`src/rtl/wb_arbiter_pkg.sv`:
```
// rtl/wb_arbiter_pkg.sv - shared types and constants for the two-master Wishbone arbiter
package wb_arbiter_pkg;

  // Grant state: which master owns the slave port, if any
  typedef enum logic [1:0] {
    IDLE     = 2'd0,
    GRANT_M0 = 2'd1,
    GRANT_M1 = 2'd2
  } arb_state_e;

  // Tie-break policy selector values for PRIORITY_MODE
  localparam int PRIORITY_FIXED = 0;
  localparam int PRIORITY_RR    = 1;

endpackage

```
`src/rtl/wb_arbiter_prio.sv`:
```
// rtl/wb_arbiter_prio.sv - combinational two-way priority pick for the arbiter
module wb_arbiter_prio
  import wb_arbiter_pkg::*;
(
  input  logic [1:0] req,
  input  logic       last_grant,
  input  logic       mode_rr,
  output logic       gnt_valid,
  output logic       gnt_sel
);

  // Pick a master; on a tie, fixed mode favours master 1, round-robin favours
  // whichever master did not hold the bus last.
  always_comb begin
    gnt_valid = |req;
    gnt_sel   = 1'b0;
    case (req)
      2'b01:   gnt_sel = 1'b0;
      2'b10:   gnt_sel = 1'b1;
      2'b11:   gnt_sel = mode_rr ? ~last_grant : 1'b1;
      default: gnt_sel = 1'b0;
    endcase
  end

endmodule

```
`src/rtl/wb_arbiter.sv`:
```
// rtl/wb_arbiter.sv - two-master to one-slave pipelined Wishbone arbiter
module wb_arbiter
  import wb_arbiter_pkg::*;
#(
  parameter int PRIORITY_MODE = PRIORITY_FIXED
) (
  input  logic        clk_i,
  input  logic        rst_ni,
  input  logic [31:0] m0_adr_i,
  input  logic [31:0] m0_dat_i,
  input  logic        m0_we_i,
  input  logic [3:0]  m0_sel_i,
  input  logic        m0_stb_i,
  input  logic        m0_cyc_i,
  input  logic [31:0] m1_adr_i,
  input  logic [31:0] m1_dat_i,
  input  logic        m1_we_i,
  input  logic [3:0]  m1_sel_i,
  input  logic        m1_stb_i,
  input  logic        m1_cyc_i,
  output logic [31:0] m0_dat_o,
  output logic [31:0] m1_dat_o,
  output logic        m0_ack_o,
  output logic        m1_ack_o,
  output logic        m0_stall_o,
  output logic        m1_stall_o,
  output logic [31:0] s_adr_o,
  output logic [31:0] s_dat_o,
  output logic        s_we_o,
  output logic        s_stb_o,
  output logic        s_cyc_o,
  output logic [3:0]  s_sel_o,
  input  logic [31:0] s_dat_i,
  input  logic        s_ack_i,
  input  logic        s_stall_i
);

  localparam logic MODE_RR = (PRIORITY_MODE == PRIORITY_RR);

  arb_state_e state_q;
  logic       last_grant_q;
  logic       gnt_valid;
  logic       gnt_sel;

  wb_arbiter_prio u_prio (
    .req        ({m1_cyc_i, m0_cyc_i}),
    .last_grant (last_grant_q),
    .mode_rr    (MODE_RR),
    .gnt_valid  (gnt_valid),
    .gnt_sel    (gnt_sel)
  );

  // Grant FSM: arbitrate from IDLE, hold the grant while the owner keeps cyc,
  // and hand straight over to a waiting master when the owner releases.
  always_ff @(posedge clk_i) begin
    if (!rst_ni) begin
      state_q      <= IDLE;
      last_grant_q <= 1'b0;
    end else begin
      case (state_q)
        IDLE: begin
          if (gnt_valid) begin
            state_q      <= gnt_sel ? GRANT_M1 : GRANT_M0;
            last_grant_q <= gnt_sel;
          end
        end
        GRANT_M0: begin
          if (!m0_cyc_i) begin
            if (m1_cyc_i) begin
              state_q      <= GRANT_M1;
              last_grant_q <= 1'b1;
            end else begin
              state_q <= IDLE;
            end
          end
        end
        GRANT_M1: begin
          if (!m1_cyc_i) begin
            if (m0_cyc_i) begin
              state_q      <= GRANT_M0;
              last_grant_q <= 1'b0;
            end else begin
              state_q <= IDLE;
            end
          end
        end
        default: state_q <= IDLE;
      endcase
    end
  end

  // Read data fans out to both masters; only the granted master sees ack.
  assign m0_dat_o = s_dat_i;
  assign m1_dat_o = s_dat_i;

  // Slave-port mux and ack/stall return path; ungranted masters are held stalled.
  always_comb begin
    s_adr_o    = 32'd0;
    s_dat_o    = 32'd0;
    s_we_o     = 1'b0;
    s_stb_o    = 1'b0;
    s_cyc_o    = 1'b0;
    s_sel_o    = 4'd0;
    m0_ack_o   = 1'b0;
    m1_ack_o   = 1'b0;
    m0_stall_o = 1'b1;
    m1_stall_o = 1'b1;
    case (state_q)
      GRANT_M0: begin
        s_adr_o    = m0_adr_i;
        s_dat_o    = m0_dat_i;
        s_we_o     = m0_we_i;
        s_stb_o    = m0_stb_i;
        s_cyc_o    = m0_cyc_i;
        s_sel_o    = m0_sel_i;
        m0_ack_o   = s_ack_i;
        m0_stall_o = s_stall_i;
      end
      GRANT_M1: begin
        s_adr_o    = m1_adr_i;
        s_dat_o    = m1_dat_i;
        s_we_o     = m1_we_i;
        s_stb_o    = m1_stb_i;
        s_cyc_o    = m1_cyc_i;
        s_sel_o    = m1_sel_i;
        m1_ack_o   = s_ack_i;
        m1_stall_o = s_stall_i;
      end
      default: ;
    endcase
  end

endmodule

```
`config.mk`:
```
export PLATFORM = sky130hd
export DESIGN_NAME = wb_arbiter
export DESIGN_NICKNAME = d
export VERILOG_FILES = /design/src/rtl/wb_arbiter_pkg.sv /design/src/rtl/wb_arbiter_prio.sv /design/src/rtl/wb_arbiter.sv
export SDC_FILE = /design/constraint.sdc
export NUM_CORES = 1
export LEC_CHECK = 0
export ABC_AREA = 1
export CORE_AREA = 2 2 124 126
export CTS_CLUSTER_DIAMETER = 50
export DETAILED_ROUTE_END_ITERATION = 12
export DIE_AREA = 0 0 126 128
export GPL_TIMING_DRIVEN = 0
export PLACE_DENSITY = 0.64
export RECOVER_POWER = 100
export SETUP_SLACK_MARGIN = 0.3
export SYNTH_ARGS = -nofsm -noshare
export SYNTH_HDL_FRONTEND = slang
export SYNTH_SLANG_ARGS = --single-unit
```
`constraint.sdc`:
```
create_clock -name clk_i -period 2.25 [get_ports clk_i]
set_input_delay 0.675 -clock clk_i [delete_from_list [all_inputs] [get_ports clk_i]]
set_output_delay 0.675 -clock clk_i [all_outputs]
set_load 0.02 [all_outputs]
```
==> impl_metrics.csv <==
group,metric,value,unit
routing,met1Wirelength,5.43,mm
timing,fmax,450,MHz
clock_network,postCtsHoldBufs,0,
clock_network,root_buffer,"clkbuf_16",
routing,drt-initial-drc-count,87,
timing,tns,0,ns
placed_design,hpwl,8.85,mm
timing,rsz0062_at_grt,"true",
floorplan,die_height,128,um
power_and_ir_drop,clockPowerShare,4.7,%
run,maxCapViolCount,0,
floorplan,core_area,14900,sq um
placed_design,place_congestion,0.755,
finish,reg_top3,"state_q (2)",
routing,drtAntennaViolNets,0,
power_and_ir_drop,internal-power,2990,uW
finish,top_register,"state_q",
routing,met3_wirelength,744,um
timing,drv_slew,0,
synthesis,dominantRegCellSynth,"dfxtp_1",
routing,totalWireLength,13.0,mm
clock_network,clock_path_buffers,2,
clock_network,cts_tree,"built",
min_path,hp-class,"reg2reg",
timing,final-hold-violation-count,0,
clock_network,numClockSinks,2,
power_and_ir_drop,switching_share,48.4,%
setup_path,max_stage_delay,0.51,ns
synthesis,async_reset_ff_share,0,%
power_and_ir_drop,cellPowerDensity,930,nW/um^2
floorplan,initial_core_util,12.5,%
power_and_ir_drop,combPwrFrac,93.8,%
finish,area_growth,235,%
synthesis,synth-seq-area-share,2.15,%
synthesis,synth_most_common_cell,"nand2_1",
grt,grt_pass1_vias,3075,
power_and_ir_drop,power.leakage,0.00278,uW
setup_path,cp_max_fo,1,
placed_design,io_buffers,284,
power_and_ir_drop,switchingPower,2800,uW
routing,drc_errors,0,
floorplan,rows,45,
synthesis,syn_avg_cell_area,5.51,sq um
status,outcome,"completed",
setup_path,crit_required,1.57,ns
finish,fin_util,41.9,%
setup_path,endpoint_kind,"output port",
clock_network,clk_latency,0.22,ns
floorplan,dieArea,16100,sq um
finish,largest_register_ffs,2,
finish,layout-drive-gt1-share,50.2,%
routing,vias_per_cell,3.88,
power_and_ir_drop,ir_drop,724,uV
timing,fin_crit,2.22,ns
grt,grt_start_max_net_pins,11,
clock_network,cts_buffers,3,
synthesis,synthesis.instances,338,
setup_path,cp_slowest_cell,"clkdlybuf4s50_1",
clock_network,clkTransAtPathRegs,0.03,ns
setup_path,critPathArrivalTime,1.55,ns
timing,holdWs,0.642,ns
power_and_ir_drop,total_power,5790,uW
routing,wl_per_cell,15.5,um
setup_path,critPathLaunchType,"input pin",
floorplan,io_pins,317,
routing,vias,3255,
synthesis,syn_nets,520,
synthesis,yosysTopAreaCellShare,31.3,%
synthesis,synthTopCellsByArea,"nand2_1 31%, buf_4 26%, a21oi_1 16%",
synthesis,netlist_area,1860,sq um
finish,nets,835,
synthesis,synth_edf_count,0,
synthesis,synth_top_area_cell,"nand2_1",
setup_path,worstSetupPathType,"in2out",
floorplan,die_x,126,um
routing,wl_met2,6.65,mm
grt,grt_antenna_before_repair,0,
setup_path,crit_chain,"clkdlybuf4s50_1 -> nand2_4 -> a21oi_4 -> buf_6",
routing,maxUsedRoutingLayer,"met4",
synthesis,synthDistinctLibCells,15,
clock_network,htree_levels,1,
timing,setup_viol_count_final,0,
grt,grt_first_pass_wirelength,16.9,mm
grt,gr-total-overflow,0,
routing,drtPass1Iterations,4,
timing,fin_skew,0.00109,ns
placed_design,dpl.cell_count,810,
synthesis,synthTopCellsByCount,"155 x nand2_1, 64 x buf_4, 59 x a21oi_1, 13 x a21oi_2, 9 x buf_6",
finish,antenna_cells,0,
timing,worstMarginPinSlew,0.231,ns
synthesis,ys_ff_latch,2,
finish,final_cells,839,
grt,grt_usage,13.3,%
power_and_ir_drop,seqPwrFrac,1.5,%
timing,max_slew_margin,84.7,%
synthesis,yosys_warnings,0,
timing,fin_crit_sh,98.8,%
layer usage:
layer | up-vias | GRT usage, %
li1 | 1628 | -
met1 | 1466 | 16.4
met2 | 149 | 24.7
met3 | 12 | 2.05
met4 | 0 | 2.39
met5 | - | 0
power groups by stage:
| stage | clock network, uW | registers, uW | logic [uW] |
|---|---|---|---|
| after CTS | 282 | 86.3 | 4460 |
| after global placement | 0 | 64.1 | 3380 |
| after global routing | 283 | 89.9 | 5780 |
| final | 273 | 86.8 | 5440 |
| after floorplan | 0 | 61.4 | 1870 |
| after detailed placement | 0 | 65.2 | 3380 |
repair_timing:
| action | 4_1_cts | 5_1_grt |
|---|---|---|
| cloned | 8 | 10 |
| endpoints found under the setup margin | 139 | 76 |
| setup buffers | 6 | 2 |
| pin swaps | 18 | 55 |
| gates resized for setup | 564 | 166 |
cell families (layout without fill, tap and decap cells):
family	Yosys count	after routing	synth area share [%]
fa+ha+maj	4	4	2.69
flops	2	2	2.15
simple gates	163	163	33.1
compound gates	72	72	22.0
buf+inv	97	410	40.1
metrics by stage:
| stage | instance area, sq um | setup WS (ns) |
|---|---|---|
| after floorplan | 1880 | 0.280 |
| after global placement | 4960 | -0.555 |
| after detailed placement | 4960 | -0.550 |
| after CTS | 5410 | 0.00776 |
| after global routing | 6230 | -0.0288 |
| final | 6230 | 0.0270 |
worst paths after layout:
check	to	from	slack [ns]	cells after the start
worst min-delay path	state_q[1]$_SDFFE_PN0P_	state_q[1]$_SDFFE_PN0P_	0.64	3
worst max-delay path	s_dat_o[4]	m0_dat_i[4]	0.03	4
worst max register to register	state_q[0]$_SDFFE_PN0P_	state_q[0]$_SDFFE_PN0P_	0.90	9
worst min register to register	state_q[1]$_SDFFE_PN0P_	state_q[1]$_SDFFE_PN0P_	0.64	3
layout by cell type, fill, tap and decap left out:
master           Yosys  layout
a21oi_1             59       8
a21oi_2             13      54
a21oi_4              0      10
buf_12               0       7
buf_16               0       4
buf_4               64      91
buf_6                9      57
buf_8                0      13
clkbuf_16            0      17
clkbuf_8             7       1
clkdlybuf4s50_1      0     124
dfxtp_4              0       2
dlygate4sd2_1        0      77
dlymetal6s2s_1       0       8
ha_1                 4       1
ha_4                 0       3
inv_1                8       3
inv_12               0       1
inv_2                2       4
inv_4                0       2
inv_8                0       1
nand2_1            155      97
nand2_2              1      34
nand2_4              0      25
nand3_1              1       1
nor2_1               6       5
nor2_4               0       1
area by class of cell:
cell class	instances	area (sq um)
buffer	87	916
clock buffer	3	75.1
fill	1514	8630
inverter	10	55.1
multi-input combinational	239	1660
sequential	2	47.5
tap	188	235
timing repair buffer	309	3230
timing repair inverter	1	11.3
critical path, delay by kind of cell:
family	cells	cell delay [ns]
buffers and inverters	2	0.65
AOI/OAI and AO/OA	1	0.15
and+or+nand+nor	1	0.07
Power figures use the tool's default switching activity.
